File: config.mk
export PLATFORM = sky130hd
export DESIGN_NAME = viterbi_sched_flat
export DESIGN_NICKNAME = d
export VERILOG_FILES = /design/src/rtl/viterbi_pkg.sv /design/src/rtl/viterbi_sched_if.sv /design/src/rtl/viterbi_sched.sv /design/src/flat_wrapper.sv
export SDC_FILE = /design/constraint.sdc
export NUM_CORES = 1
export LEC_CHECK = 0
export CAP_MARGIN = 20
export CORE_MARGIN = 2
export CORE_UTILIZATION = 25
export CTS_CLUSTER_DIAMETER = 120
export DETAILED_ROUTE_END_ITERATION = 8
export DONT_BUFFER_PORTS = 1
export PLACE_DENSITY_LB_ADDON = 0.15
export SETUP_SLACK_MARGIN = 0.3
export SKIP_LAST_GASP = 1
export SLEW_MARGIN = 20
export SYNTH_ARGS = -nofsm -noshare
export SYNTH_HDL_FRONTEND = slang
export SYNTH_SLANG_ARGS = --single-unit
File: constraint.sdc
create_clock -name clk -period 8.9 [get_ports clk]
set_clock_uncertainty 0.2 [all_clocks]
set_input_delay 2.67 -clock clk [delete_from_list [all_inputs] [get_ports clk]]
set_output_delay 2.67 -clock clk [all_outputs]
set_load 0.05 [all_outputs]
File: src/rtl/viterbi_pkg.sv
// Shared types for the Viterbi survivor-memory scheduler.
// Holds the controller state enum, default block size and pair type.
package viterbi_pkg;

  typedef enum logic {
    RUN     = 1'b0,
    WAIT_TB = 1'b1
  } state_t;

  localparam int BLK_LEN_DEF = 256;

  typedef logic [1:0] pair_t;

endpackage

File: src/rtl/viterbi_sched_if.sv
// Symbol stream, survivor-write and traceback signals of the
// scheduler, bundled with a modport for each side.
interface viterbi_sched_if
  import viterbi_pkg::*;
#(
  parameter int AW = 8
);

  logic          in_valid;
  pair_t         rx_pair_in;
  logic          in_ready;
  logic          flush;
  pair_t         rx_pair;
  logic          acs_en;
  logic [AW-1:0] wr_addr;
  logic          wr_bank;
  logic          tb_req;
  logic          tb_bank;
  logic [AW:0]   tb_len;
  logic          tb_busy;
  logic [31:0]   sym_cnt;

  modport slave (
    input  in_valid, rx_pair_in, flush, tb_busy,
    output in_ready, rx_pair, acs_en, wr_addr,
    output wr_bank, tb_req, tb_bank, tb_len,
    output sym_cnt
  );

  modport master (
    output in_valid, rx_pair_in, flush, tb_busy,
    input  in_ready, rx_pair, acs_en, wr_addr,
    input  wr_bank, tb_req, tb_bank, tb_len,
    input  sym_cnt
  );

endinterface

File: src/rtl/viterbi_sched.sv
// Survivor-memory block scheduler: fills two ping-pong banks and
// hands each closed bank to the traceback engine.
module viterbi_sched
  import viterbi_pkg::*;
#(
  parameter int BLK_LEN = BLK_LEN_DEF,
  parameter int AW      = $clog2(BLK_LEN)
) (
  input logic             clk,
  input logic             rst,
  viterbi_sched_if.slave  bus
);

  localparam logic [AW-1:0] LAST = AW'(BLK_LEN - 1);

  state_t        state;
  state_t        state_n;
  logic [AW-1:0] fill;
  logic          bank;
  logic          accept;
  logic          busy_eff;
  logic          close;
  logic          issue;
  logic [AW:0]   len;

  assign bus.in_ready = (state == RUN);

  always_comb begin
    accept   = bus.in_valid && (state == RUN);
    // tb_busy lags tb_req by a cycle; the pulse itself counts as busy
    busy_eff = bus.tb_busy || bus.tb_req;
    len      = {1'b0, fill} + {{AW{1'b0}}, accept};
    close    = (state == RUN) &&
               ((accept && fill == LAST) ||
                (bus.flush && len != '0));
    issue    = 1'b0;
    state_n  = state;
    unique case (1'b1)
      (state == RUN): begin
        if (close) begin
          if (busy_eff) state_n = WAIT_TB;
          else          issue   = 1'b1;
        end
      end
      (state == WAIT_TB): begin
        if (!busy_eff) begin
          issue   = 1'b1;
          state_n = RUN;
        end
      end
      default: ;
    endcase
  end

  always_ff @(posedge clk or posedge rst) begin
    if (rst) state <= RUN;
    else     state <= state_n;
  end

  always_ff @(posedge clk or posedge rst) begin
    if (rst) begin
      fill        <= '0;
      bus.rx_pair <= '0;
      bus.acs_en  <= 1'b0;
      bus.wr_addr <= '0;
      bus.wr_bank <= 1'b0;
      bus.sym_cnt <= '0;
    end else begin
      bus.acs_en <= accept;
      if (accept) begin
        bus.rx_pair <= bus.rx_pair_in;
        bus.wr_addr <= fill;
        bus.wr_bank <= bank;
        bus.sym_cnt <= bus.sym_cnt + 32'd1;
      end
      if (close)       fill <= '0;
      else if (accept) fill <= fill + 1'b1;
    end
  end

  // tb_bank/tb_len double as the pending-request store in WAIT_TB
  always_ff @(posedge clk or posedge rst) begin
    if (rst) begin
      bank        <= 1'b0;
      bus.tb_req  <= 1'b0;
      bus.tb_bank <= 1'b0;
      bus.tb_len  <= '0;
    end else begin
      bus.tb_req <= issue;
      if (close) begin
        bus.tb_bank <= bank;
        bus.tb_len  <= len;
      end
      if (issue) bank <= ~bank;
    end
  end

endmodule

File: src/flat_wrapper.sv
// flat-port wrapper written by rule: the top's interface ports become plain ports
module viterbi_sched_flat import viterbi_pkg::*;
#(
  parameter int BLK_LEN = BLK_LEN_DEF,
  parameter int AW      = $clog2(BLK_LEN)
)
  (clk, rst, bus_in_valid, bus_rx_pair_in, bus_flush, bus_tb_busy, bus_in_ready, bus_rx_pair, bus_acs_en, bus_wr_addr, bus_wr_bank, bus_tb_req, bus_tb_bank, bus_tb_len, bus_sym_cnt);
  viterbi_sched_if #(.AW(AW)) bus_i ();
  input logic clk;
  input logic rst;
  input wire logic [$bits(bus_i.in_valid)-1:0] bus_in_valid;
  input wire logic [$bits(bus_i.rx_pair_in)-1:0] bus_rx_pair_in;
  input wire logic [$bits(bus_i.flush)-1:0] bus_flush;
  input wire logic [$bits(bus_i.tb_busy)-1:0] bus_tb_busy;
  output wire logic [$bits(bus_i.in_ready)-1:0] bus_in_ready;
  output wire logic [$bits(bus_i.rx_pair)-1:0] bus_rx_pair;
  output wire logic [$bits(bus_i.acs_en)-1:0] bus_acs_en;
  output wire logic [$bits(bus_i.wr_addr)-1:0] bus_wr_addr;
  output wire logic [$bits(bus_i.wr_bank)-1:0] bus_wr_bank;
  output wire logic [$bits(bus_i.tb_req)-1:0] bus_tb_req;
  output wire logic [$bits(bus_i.tb_bank)-1:0] bus_tb_bank;
  output wire logic [$bits(bus_i.tb_len)-1:0] bus_tb_len;
  output wire logic [$bits(bus_i.sym_cnt)-1:0] bus_sym_cnt;
  assign bus_i.in_valid = bus_in_valid;
  assign bus_i.rx_pair_in = bus_rx_pair_in;
  assign bus_i.flush = bus_flush;
  assign bus_i.tb_busy = bus_tb_busy;
  assign bus_in_ready = bus_i.in_ready;
  assign bus_rx_pair = bus_i.rx_pair;
  assign bus_acs_en = bus_i.acs_en;
  assign bus_wr_addr = bus_i.wr_addr;
  assign bus_wr_bank = bus_i.wr_bank;
  assign bus_tb_req = bus_i.tb_req;
  assign bus_tb_bank = bus_i.tb_bank;
  assign bus_tb_len = bus_i.tb_len;
  assign bus_sym_cnt = bus_i.sym_cnt;
  viterbi_sched #(.BLK_LEN(BLK_LEN), .AW(AW)) u_core (.clk(clk), .rst(rst), .bus(bus_i));
endmodule
==> results.md <==
## Run status
• status: complete, no violations

## Setup path
• arrival time of the worst setup path: 5.92 ns
• Worst setup startpoint: bus_in_valid
• CP Class: in -> reg
• worst-case reg-to-reg path depth: 8
• Slowest-stage cell, CP: sky130_fd_sc_hd__a211oi_4
• total buffers and inverters traversed by the critical path: 1
• worst path required time: 8.91 ns
• capture instance of the worst register-to-register path: u_core.bus.tb_len[4]
• CP Cell Sequence: nand2b_1 -> clkinv_2 -> ha_1 -> ha_1 -> and3_1 -> a31o_4 -> a211oi_4 -> mux2_2
• endpoint class of the critical path: flop
• peak per-stage delay on the critical path: 0.78 ns
• setup slack on the worst flop-to-flop path: 4.73 ns
• category of the worst setup path launch point: input port
• CP Max Fanout: 24
• cell seen most often among critical-path stages: sky130_fd_sc_hd__ha_1
• worst reg2reg path startpoint: u_core.state
• delay-heaviest family, CP: compound AO/OA/AOI/OAI gates

## Placed design
• estimated wirelength of the detail-placed design: 4.501 mm
• DP Cell Count: 413
• Placer Congestion: 0.7504
• standard cell area after detailed placement: 3099 um^2
• port bufs: 0

## Floorplan
• die width: 113.8 um
• Rows: 40
• Chip Height: 113.8 um
• die footprint: 12940 um^2
• starting density of the core: 25.39%
• core region area: 11860 um^2
• I/O pin count: 63

## Finish
• fraction of layout instances using a drive strength above 1: 12.10%
• Layout fillers: 1233
• post-route standard cell area excluding fillers: 3362 um^2
• layout-stage area growth over the synthesis result: 11.63%
• Post-Layout Cell Count: 428
• nets@finish: 288
• count of inserted antenna diode cells: 0

## Pwr
• Lkg Pwr: 1.515 nW
• Power Dens Cells: 302.6 nW/um^2
• clock group share of total power: 31.1%
• Comb pwr share: 15.4%
• power share of the sequential group: 53.4%
• sw frac: 40.82%
• Net Sw Power: 0.4152 mW
• internal power: 0.6020 mW
• worst voltage drop across the vdd grid: 0.09807 mV

## Global route
• Remaining Overflow, GRT: 0
• gr usage total: 10.77%
• initial antenna violation count: 0
• maximum number of pins on one net before global-route repair: 66
• wire length of the first global-routing pass: 10.52 mm
• vias in the first global route: 1857

## Synth
• cell area after synthesis: 3012 um^2
• cell type contributing the most total cell area after synthesis: sky130_fd_sc_hd__dfrtp_1
• cell types with the largest area share after synthesis: sky130_fd_sc_hd__dfrtp_1, sky130_fd_sc_hd__xnor2_1, sky130_fd_sc_hd__nand2_1, sky130_fd_sc_hd__xor2_1, sky130_fd_sc_hd__mux2_2
• Synthesis Warnings: 0
• library cells used by synthesis: 42
• fraction of synthesized cell area taken by the top area cell type: 54.01%
• count of mapped cells out of synthesis: 278
• Avg Synthesized Cell Area: 10.83 um^2
• number of storage elements in the synthesis netlist: 65
• net count of the mapped netlist: 289
• sequential element share of the synthesized area: 54.01%

## Clocking
• total CTS buffers: 9
• clock root buffer master: sky130_fd_sc_hd__clkbuf_16
• PostCTS Resize Cnt: 0
• Num Clock Sinks: 65
• Max Buffers Root-to-Sink: 2
• clock insertion delay at the later pin of the skew report: 0.32 ns
• number of buffers inserted to repair setup after CTS: 0
• TritonCTS clock tree: done
• clock-pin slew on the worst setup and hold paths: 0.05 ns
• CTS Hold Bufs: 0
• H-tree levels: 3

## Timing
• final critical-path required period: 5.907 ns
• Max Clk Rate: 169.3 MHz
• Fin Setup TNS: 0 ns
• endpoints failing setup: 0
• remaining max-slew budget at the tightest pin: 34.39%
• number of hold-slack violations in the final timing report: 0
• slew at the pin closest to its max-slew limit: 0.9752 ns
• period utilisation layout: 66.37%
• max-slew violation count: 0
• RSZ-0062 raised after global routing: no

## Detailed routing
• total via count after detailed routing: 1875
• WL per Instance: 15.23 um
• remaining antenna violation count after routing: 0
• first-pass iteration count of the detailed router: 4
• DRC Markers: 0
• vias per cell: 4.381
• final wirelength: 6.518 mm
• DRC marker count from the first detailed-route iteration: 149

## Min path
• critical hold path startpoint: u_core.bank
• worst min-delay path endpoint: u_core.bank
• hold crit path type: reg -> reg
• Min-Delay Path Depth: 1

## Flow run
• Max-Cap Viols: 0

[cell type report]
class	count	area, um^2	share of cell area, %
clock buffer	11	242.7	7.220
clock inverter	4	20.02	0.5955
inverter	7	27.53	0.8188
multi-input combinational	193	1254	37.29
sequential	65	1627	48.38
tap	147	183.9	5.471
timing repair buffer	1	7.507	0.2233
[worst max path at each step]
stage | end | slack (ns) | cells past startpoint
6_report | u_core.bus.tb_len[4] | 2.99 | 8
5_1_grt | u_core.bus.tb_len[5] | 2.64 | 8
4_1_cts | u_core.bus.tb_len[6] | 2.88 | 8
3_5_place_dp | u_core.bus.tb_len[1] | 2.51 | 8
3_3_place_gp | u_core.bus.tb_len[1] | 2.57 | 8
2_1_floorplan | u_core.bus.tb_len[0] | 3.24 | 14
[power by group through the flow]
stage               Clock [mW]  Combinational (mW)  Sequential, mW
floorplan                    0               0.149           0.523
global placement             0               0.159           0.553
detailed placement           0               0.160           0.553
CTS                      0.326               0.161           0.547
global route             0.343               0.176           0.552
finish                   0.317               0.157           0.544
[flip-flops by register name, summed over array words and instances (netlist names)]
register / count
u_core.bus.wr_addr: 8
u_core.state: 1
u_core.bank: 1
u_core.bus.wr_bank: 1
u_core.bus.acs_en: 1
u_core.bus.rx_pair: 2
u_core.bus.tb_req: 1
u_core.bus.sym_cnt: 32
u_core.fill: 8
u_core.bus.tb_bank: 1
u_core.bus.tb_len: 9
[Yosys cell counts]
library cell                n
sky130_fd_sc_hd__or4b_1     1
sky130_fd_sc_hd__ha_1       4
sky130_fd_sc_hd__xnor2_1   35
sky130_fd_sc_hd__o31ai_1    1
sky130_fd_sc_hd__buf_1      1
sky130_fd_sc_hd__buf_6      4
sky130_fd_sc_hd__a31oi_1    1
sky130_fd_sc_hd__buf_4      1
sky130_fd_sc_hd__mux2_2     8
sky130_fd_sc_hd__mux2i_1    1
sky130_fd_sc_hd__clkbuf_8   2
sky130_fd_sc_hd__or2_2      1
sky130_fd_sc_hd__a211oi_4   2
sky130_fd_sc_hd__and4_2     1
sky130_fd_sc_hd__a21oi_1    1
sky130_fd_sc_hd__nand2b_1   1
sky130_fd_sc_hd__or3_1      1
sky130_fd_sc_hd__a211o_1    1
sky130_fd_sc_hd__inv_1      6
sky130_fd_sc_hd__buf_2      1
sky130_fd_sc_hd__nand2_1   59
sky130_fd_sc_hd__xor2_1    11
sky130_fd_sc_hd__a21boi_0   1
sky130_fd_sc_hd__nand3_1   12
sky130_fd_sc_hd__nor2_1    18
sky130_fd_sc_hd__and3_1     3
sky130_fd_sc_hd__and4_1     2
sky130_fd_sc_hd__clkinv_2   1
sky130_fd_sc_hd__and2_1     1
sky130_fd_sc_hd__a31o_4     1
sky130_fd_sc_hd__nand4_1   13
sky130_fd_sc_hd__and3_2     1
sky130_fd_sc_hd__nor2b_1    2
sky130_fd_sc_hd__o21ai_0    1
sky130_fd_sc_hd__dfrtp_1   65
sky130_fd_sc_hd__and2_2     1
sky130_fd_sc_hd__o32a_1     1
sky130_fd_sc_hd__clkbuf_1   4
sky130_fd_sc_hd__mux2_4     1
sky130_fd_sc_hd__and4_4     1
sky130_fd_sc_hd__nor4_1     2
sky130_fd_sc_hd__nor3_1     3
[worst reg2reg max path: stages (launching register included)]
cell	delay (ns)
sky130_fd_sc_hd__dfrtp_1	0.49
sky130_fd_sc_hd__nand2b_1	0.60
sky130_fd_sc_hd__clkinv_2	0.48
sky130_fd_sc_hd__ha_1	0.36
sky130_fd_sc_hd__ha_1	0.20
sky130_fd_sc_hd__and3_1	0.25
sky130_fd_sc_hd__a31o_4	0.28
sky130_fd_sc_hd__a211oi_4	0.78
sky130_fd_sc_hd__mux2_2	0.42
[per-layer routing]
layer,GRT usage (%),share of wire [%]
met1,13.23,43
met2,16.57,48
met3,5.048,7.1
met4,3.984,1.4
met5,0,0
[kinds of logic (layout without fill, tap and decap cells)]
kind of cell	count (synthesis)	after routing	share of synthesized area (%)
multiplexers	10	10	3.822
AO/OA/AOI/OAI	10	10	3.573
AND/OR/NAND/NOR	123	123	19.19
adder cells (fa/ha/maj)	4	4	1.662
XOR/XNOR	46	46	13.38
flip-flops	65	65	54.01
buffers and inverters	20	23	4.362
[cell usage in the layout (no fill, tap or decap), types with 3 or more instances in the layout]
cell and count:
sky130_fd_sc_hd__nor3_1 3, sky130_fd_sc_hd__ha_1 4, sky130_fd_sc_hd__nand3_1 12, sky130_fd_sc_hd__xor2_1 11, sky130_fd_sc_hd__nor2_1 18, sky130_fd_sc_hd__clkinv_2 5
sky130_fd_sc_hd__xnor2_1 35, sky130_fd_sc_hd__nand4_1 13, sky130_fd_sc_hd__inv_1 5, sky130_fd_sc_hd__nand2_1 59, sky130_fd_sc_hd__and3_1 3, sky130_fd_sc_hd__clkbuf_16 9
sky130_fd_sc_hd__dfrtp_1 65, sky130_fd_sc_hd__mux2_2 8
[per-stage QoR]
| step | power, mW | worst slack, ns | hold slack (ns) | utilization, % |
|---|---|---|---|---|
| 2_1_floorplan | 0.6723 | 3.236 | 0.2573 | - |
| 3_3_place_gp | 0.7121 | 2.572 | 0.3164 | 26.13 |
| 3_5_place_dp | 0.7127 | 2.512 | 0.3102 | 26.13 |
| 4_1_cts | 1.034 | 2.882 | 0.3175 | 28.34 |
| 5_1_grt | 1.071 | 2.641 | 0.3407 | 28.34 |
| 6_report | 1.017 | 2.993 | 0.3117 | 28.34 |
No activity file was read; power rests on OpenSTA's default activity.
